**src/rtl/bus_dev_fifo.sv**
```systemverilog
// bus_dev_fifo: decodes device-addressed bus words into a show-ahead FIFO feeding one device.
// Latency: 1 cycle from an accepted word to out/start; 1 word/cycle sustained, no bubbles.
// Backpressure: ready=0 holds the head; matching words arriving while full with no pop are dropped and counted.

module bus_dev_fifo_buf #(
    parameter  int W     = 24,
    parameter  int DEPTH = 4,
    localparam int PTR_W = $clog2(DEPTH),
    localparam int LVL_W = PTR_W + 1
) (
    input  logic             clk,
    input  logic             rst,
    input  logic             push,
    input  logic             pop,
    input  logic [W-1:0]     wr_dat,
    output logic [W-1:0]     rd_dat,
    output logic [LVL_W-1:0] level
);

    logic [W-1:0]     mem [DEPTH];
    logic [PTR_W-1:0] wr_ptr;
    logic [PTR_W-1:0] rd_ptr;

    // Storage carries no reset; stale entries are unreachable once the pointers clear.
    always_ff @(posedge clk) begin
        if (push) begin
            mem[wr_ptr] <= wr_dat;
        end
    end

    always_ff @(posedge clk or negedge rst) begin
        if (!rst) begin
            wr_ptr <= '0;
            rd_ptr <= '0;
            level  <= '0;
        end else begin
            if (push) begin
                wr_ptr <= wr_ptr + 1'b1;
            end
            if (pop) begin
                rd_ptr <= rd_ptr + 1'b1;
            end
            case ({push, pop})
                2'b10:   level <= level + 1'b1;
                2'b01:   level <= level - 1'b1;
                default: level <= level;
            endcase
        end
    end

    assign rd_dat = mem[rd_ptr];

endmodule

module bus_dev_fifo #(
    parameter  int BUS_W     = 32,
    parameter  int ADDR_W    = 2,
    parameter  int PAYLOAD_W = 24,
    parameter  int DEPTH     = 4,
    parameter  int CNT_W     = 8,
    localparam int LVL_W     = $clog2(DEPTH) + 1
) (
    input  logic                 clk,
    input  logic                 rst,
    input  logic [BUS_W-1:0]     in,
    input  logic                 in_valid,
    input  logic [ADDR_W-1:0]    devaddr,
    output logic [PAYLOAD_W-1:0] out,
    output logic                 start,
    input  logic                 ready,
    output logic [LVL_W-1:0]     level,
    output logic                 full,
    output logic                 overflow,
    output logic [CNT_W-1:0]     drop_cnt,
    input  logic                 clr_err
);

    logic                 match;
    logic                 push;
    logic                 pop;
    logic                 drop;
    logic [PAYLOAD_W-1:0] head;

    assign match = in_valid && (in[BUS_W-1 -: ADDR_W] == devaddr);
    assign pop   = start && ready;
    assign push  = match && (!full || pop);
    assign drop  = match && full && !pop;

    generate
        if (PAYLOAD_W < BUS_W - ADDR_W) begin : g_gap
            logic unused_gap;
            assign unused_gap = ^in[BUS_W-ADDR_W-1:PAYLOAD_W];
        end
    endgenerate

    bus_dev_fifo_buf #(
        .W     (PAYLOAD_W),
        .DEPTH (DEPTH)
    ) u_buf (
        .clk    (clk),
        .rst    (rst),
        .push   (push),
        .pop    (pop),
        .wr_dat (in[PAYLOAD_W-1:0]),
        .rd_dat (head),
        .level  (level)
    );

    assign start = (level != '0);
    assign full  = (level == LVL_W'(DEPTH));
    assign out   = start ? head : '0;

    // A drop in the same cycle as clr_err wins: the clear lands first, then this drop counts.
    always_ff @(posedge clk or negedge rst) begin
        if (!rst) begin
            overflow <= 1'b0;
            drop_cnt <= '0;
        end else if (drop) begin
            overflow <= 1'b1;
            if (clr_err) begin
                drop_cnt <= CNT_W'(1);
            end else if (drop_cnt != '1) begin
                drop_cnt <= drop_cnt + 1'b1;
            end
        end else if (clr_err) begin
            overflow <= 1'b0;
            drop_cnt <= '0;
        end
    end

endmodule

```
**config.mk**
```make
export PLATFORM = sky130hd
export DESIGN_NAME = bus_dev_fifo
export DESIGN_NICKNAME = d
export VERILOG_FILES = /design/src/rtl/bus_dev_fifo.sv
export SDC_FILE = /design/constraint.sdc
export NUM_CORES = 1
export LEC_CHECK = 0
export BUFFER_PORTS_ARGS = -buffer_cell sky130_fd_sc_hd__buf_2
export CAP_MARGIN = 20
export CORE_AREA = 4 4 129 131
export DETAILED_ROUTE_END_ITERATION = 12
export DIE_AREA = 0 0 133 135
export REMOVE_ABC_BUFFERS = 1
export SLEW_MARGIN = 20
export SYNTH_ARGS = -nofsm -noshare
export SYNTH_HDL_FRONTEND = slang
export SYNTH_SLANG_ARGS = --single-unit
```
**constraint.sdc**
```tcl
create_clock -name clk -period 3.15 [get_ports clk]
set_input_delay 0.1575 -clock clk [delete_from_list [all_inputs] [get_ports clk]]
set_output_delay 0.1575 -clock clk [all_outputs]
set_load 0.02 [all_outputs]
```
### Yosys cells after proc, flatten, opt, wreduce, memory -nomap -nowiden

Memories as Yosys holds them, arrays and structs flattened.
Cells that the tools add are included.

* bits of input ports: 39
* output and inout bits: 38
* bits in registers: 16
* word-level logic and storage cells: 39
* memory bits (writable): 96
* memories: 1

* equal/unequal tests: 5
* add/subtract/negate cells: 5
* muxes and demuxes: 10
* reductions and logical operators: 13

Memories
* u_buf.mem: depth 4, bits a word 24, read ports 1, clocked after Yosys merged registers in 0, write ports 1, line 20 `logic [W-1:0] mem [DEPTH];`

Operators with widths (number)
* two-way mux 8 bit: 4
* two-way mux 24 bit: 1
* adder 8 x 1 -> 8 bit (second input constant): 1
* != test 8 bit (second input constant): 1
* case mux 3 bit (2 select lines): 1
* nonzero test 2 bit: 3
* logical AND 1 bit: 5
* adder 2 x 1 -> 2 bit (second input constant): 2
* two-way mux 1 bit: 4
* adder 3 x 1 -> 3 bit (second input constant): 1
* == test 3 bit (second input constant): 1
* nonzero test 3 bit: 1
* subtractor 3 x 1 -> 3 bit (second input constant): 1
* == test 2 x 1 -> 1 bit (second input constant): 1
* == test 2 bit: 1
* == test 2 bit (second input constant): 1
* logical NOT 1 bit: 2
* AND reduction 2 bit: 1
* logical OR 1 bit: 1

### Depth between registers and ports, before layout

* depth in word-level cells: 6
* mapped depth: 10
* mapped depth without buffers: 10

### Hierarchy

A second synthesis with hierarchy kept.

* cell total of the unflattened synthesis: 242
* area, all modules: 4600.7 µm²

By module, submodules not included
* bus_dev_fifo_buf: area an instance 3886.2 µm², seq. area each 3057.9 µm², cells each 157, times used 1
* bus_dev_fifo: area an instance 714.4 µm², seq. area each 225.2 µm², cells each 85, times used 1

### Worst setup path after synthesis

No wires, ideal clock.

* kind: flip-flop to flip-flop
* from: register u_buf.level[2]
* to: memory u_buf.mem[0][0] (enable)
* setup slack: 0.952 ns
* cell stages (with the launch flop): 4
* data arrival time: 1.815 ns
* setup time: 0.383 ns
* required time: 2.767 ns
* path through: dfrtp_1 > nor4b_4 > nor3_1 > and2_1

* word-level cells in the longest chain between the ends: 6
* elaborated cells between the ends (all ways): 8
* classes of those cells: eq/ne (1); mux (2); reduce/logical (5)

RTL lines
* start: declaration: line 17 `output logic [LVL_W-1:0] level`
* start signal: assignment: line 44 `2'b10: level <= level + 1'b1;`
* start signal: assignment: line 45 `2'b01: level <= level - 1'b1;`
* start signal: assignment: line 46 `default: level <= level;`
* == test 3 bit / nonzero test 3 bit (equally long branches): line 110, 109
* logical NOT 1 bit / logical AND 1 bit (equally long branches): line 86, 85
* logical OR 1 bit *: line 86 `assign push = match && (!full || pop);`
* logical AND 1 bit *: line 86
* two-way mux 1 bit *: line 26 `if (push) begin`
* two-way mux 1 bit (not written as such) *: line 27 `mem[wr_ptr] <= wr_dat;`
* end: declaration: line 20

Every way passes the cells marked *; elsewhere a longest branch is shown, timed or not.

### Worst setup path after layout

* from: register u_buf.rd_ptr[1]
* to: output out[10]

* word-level cells in the longest chain between the ends: 2

RTL lines
* start: declaration: line 22 `logic [PTR_W-1:0] rd_ptr;`
* start signal: assignment: line 41 `rd_ptr <= rd_ptr + 1'b1;`
* memory read (4 x 24 bit)
* two-way mux 24 bit: line 111 `assign out = start ? head : '0;`
* end: declaration: line 68 `output logic [PAYLOAD_W-1:0] out,`

No other way between the ends.

==> flow_metrics.env <==
export IMPL_synth_edff_count=96
export IMPL_hold_viol=0
export IMPL_cts_made_buffers=9
export IMPL_ant_nets=0
export IMPL_tightest_slew_ns=0.678
export IMPL_synth_ff_type="edfxtp_1"
export IMPL_yosysSeqAreaShare_pct=71.9
export IMPL_start_util_pct=29.3
export IMPL_io_pins=77
export IMPL_max_cap_viol_count=0
export IMPL_overflow=0
export IMPL_setup_slack_ns=0.847
export IMPL_antenna_cells=0
export IMPL_grt_setup_unrepaired="false"
export IMPL_place_ws_ns=0.888
export IMPL_worst_r2r_setup_slack_ns=0.87
export IMPL_synth_cells=247
export IMPL_seqCellArea_sq_mm=0.00328
export IMPL_slew_violations=0
export IMPL_dp_cells=533
export IMPL_dieHeight_microns=135
export IMPL_synth_area_top_cells="edfxtp_1 (63%), mux4_2 (12%), dfrtp_1 (8.8%)"
export IMPL_yosys_top_cells_count="edfxtp_1 (96), and2_1 (29), mux4_2 (24)"
export IMPL_fin_crit_sh_pct=73.1
export IMPL_async_flop_share_pct=14.3
export IMPL_yosysMostFrequentCell="edfxtp_1"
export IMPL_cp_required_ns=2.99
export IMPL_hold_depth=1
export IMPL_min_delay_worst_endpoint="u_buf.mem[3][10]"
export IMPL_timing_max_slew_rel_slack_pct=54.8
export IMPL_hp_start="in[10]"
export IMPL_r2r_end="u_buf.level[2]"
export IMPL_vias=2407
export IMPL_fillerInstances=1481
export IMPL_ys_warn_count=0
export IMPL_synth_top_cell_area_share_pct=63.1
export IMPL_arrival_ns=2.15
export IMPL_startpoint_type="register"
export IMPL_final_setup_tns_ns=0
export IMPL_cp_end_kind="output pin"
export IMPL_htreeDepth=3
export IMPL_portBuffers=70
export IMPL_routed_via_density=4.36
export IMPL_clk_path_buf_depth=2
export IMPL_detail_route_wl_per_cell_microns=16.2
export IMPL_die_x_microns=133
export IMPL_critPathMaxFanout=14
export IMPL_critPathMaxStageDelay_ns=0.78
export IMPL_leakage_nw=2.02
export IMPL_slowest_stage="dfrtp_1"
export IMPL_post_cts_buffers=0
export IMPL_r2r_start="u_buf.level[0]"
export IMPL_synth_seq_cells=112
export IMPL_drive_above_1_share_pct=38.1
export IMPL_syn_area_sq_mm=0.00457
export IMPL_finalWirelength_microns=8940
export IMPL_power_density_mw_per_mm2=808
export IMPL_nets=377
export IMPL_synth_cell_types=34
export IMPL_core_sq_mm=0.0156
export IMPL_holdWs_ns=0.0208
export IMPL_grt_pass1_vias=2625
export IMPL_antenna_found_initial=1
export IMPL_crit_type="register to output pin"
export IMPL_dr_pass1_iters=4
export IMPL_finalSetupViolCount=0
export IMPL_dieArea_sq_mm=0.0180
export IMPL_row_count=46
export IMPL_crit_chain="buf_4, mux4_2, and2_1, buf_2"
export IMPL_cts_tree="done"
export IMPL_synth_largest_area_cell="edfxtp_1"
export IMPL_status="complete, no violations"
export IMPL_grt_usage_pct=10.7
export IMPL_numClockSinks=112
export IMPL_grt_max_degree=27
export IMPL_ff2ff_path_depth=9
export IMPL_hpwlAfterDp_microns=5940
export IMPL_grt_pass1_wl_microns=14200
export IMPL_insertion_delay_ns=0.35
export IMPL_place_congestion=0.760
export IMPL_syn2layout_area_growth_pct=22.6
export IMPL_max_freq_mhz=434
export IMPL_total_power_mw=4.53
export IMPL_root_buffer="clkbuf_16"
export IMPL_worst_clock_skew_ns=0.00413
export IMPL_drtIter0Drc=111
export IMPL_synth_area_per_cell_sq_um=18.5
export IMPL_drc_errors=0
export IMPL_min_period_ns=2.30
export IMPL_worst_ir_drop_vdd_uv=550
export IMPL_clk_pin_slew_ns=0.07
export IMPL_hold_path_class="input port to register"
export IMPL_multi_input_area_sq_mm=0.00120
export IMPL_final_cell_count_no_fill=552
[sequential cells by signal, indices dropped and copies added (netlist names)]
name and count:
drop_cnt 8, overflow 1, u_buf.level 3, u_buf.mem 96, u_buf.rd_ptr 2, u_buf.wr_ptr 2
[worst max path at each step]
stage / from / endpoint / slack [ns] / cells past startpoint
3_5_place_dp: u_buf.level[0] / u_buf.level[2] / 0.89 / 9
4_1_cts: u_buf.rd_ptr[0] / out[12] / 0.80 / 4
5_1_grt: u_buf.level[0] / u_buf.level[2] / 0.70 / 9
3_3_place_gp: u_buf.level[0] / u_buf.level[2] / 0.91 / 9
2_1_floorplan: u_buf.level[0] / u_buf.level[2] / 0.82 / 8
6_report: u_buf.rd_ptr[1] / out[10] / 0.85 / 4
[per-layer routing]
metal | wire [microns] | global-route usage (%)
met5 | 13 | 0
met4 | 89 | 3.29
met3 | 690 | 5.03
met2 | 4430 | 17.1
met1 | 3720 | 12.9
[critical path, delay by kind of cell (launching register included)]
kind                   cells  cell delay [ns]
flip-flops                 1             0.78
buffers and inverters      2             0.51
multiplexers               1             0.32
AND/OR/NAND/NOR            1             0.19
[where the power goes]
group          internal, mW  switching [mW]  total (mW)
Combinational         0.702           0.797        1.50
Sequential             1.74           0.149        1.89
Clock                 0.629           0.511        1.14
[what timing repair did]
| action | CTS | global route |
|---|---|---|
| endpoints found under the setup margin | 0 | 0 |
| hold endpoints to repair | 20 | 4 |
| resized for setup | 0 | 0 |
| hold buffers | 2 | 1 |
[cells by family (layout without fill, tap and decap cells)]
family / Yosys count / after routing / synth area share, %
flops: 112 / 112 / 71.9
simple gates: 58 / 58 / 8.00
mux: 28 / 28 / 12.8
buf+inv: 21 / 110 / 1.86
compound gates: 13 / 13 / 1.89
xor+xnor: 8 / 8 / 1.53
fa+ha+maj: 7 / 7 / 2.08
[stage by stage]
| step | util [%] | cell area [sq um] |
|---|---|---|
| after global placement | 33.8 | 5270 |
| after CTS | 35.8 | 5590 |
| final | 35.9 | 5600 |
| after floorplan | - | 4520 |
| after global routing | 35.9 | 5600 |
| after detailed placement | 33.8 | 5270 |
[cells in the final DEF, fill, tap and decap left out, types with 2 or more instances in the layout]
master / synthesis / layout
a21oi_1: 4 / 4
and2_1: 29 / 29
buf_12: 0 / 3
buf_2: 5 / 70
buf_4: 0 / 9
clkbuf_16: 0 / 9
dfrtp_1: 16 / 15
dlygate4sd3_1: 0 / 3
edfxtp_1: 96 / 96
ha_1: 6 / 6
inv_1: 9 / 9
inv_6: 0 / 4
mux2_2: 3 / 3
mux4_2: 24 / 24
nand2_1: 5 / 5
nand3_1: 2 / 2
nor2_1: 4 / 4
nor2b_1: 3 / 3
nor3_1: 3 / 3
o21ai_0: 2 / 2
o31ai_1: 3 / 3
o41ai_1: 2 / 2
or4_1: 4 / 4
xnor2_1: 4 / 4
xor2_1: 4 / 4
[layout make-up]
| type | count | area share, % |
|---|---|---|
| sequential | 112 | 58.6 |
| multi-input combinational | 114 | 21.4 |
| timing repair buffer | 85 | 9.07 |
| tap | 216 | 4.83 |
| clock buffer | 10 | 4.09 |
| clock inverter | 6 | 1.32 |
| inverter | 9 | 0.603 |
No activity file was read; power rests on OpenSTA's default activity.
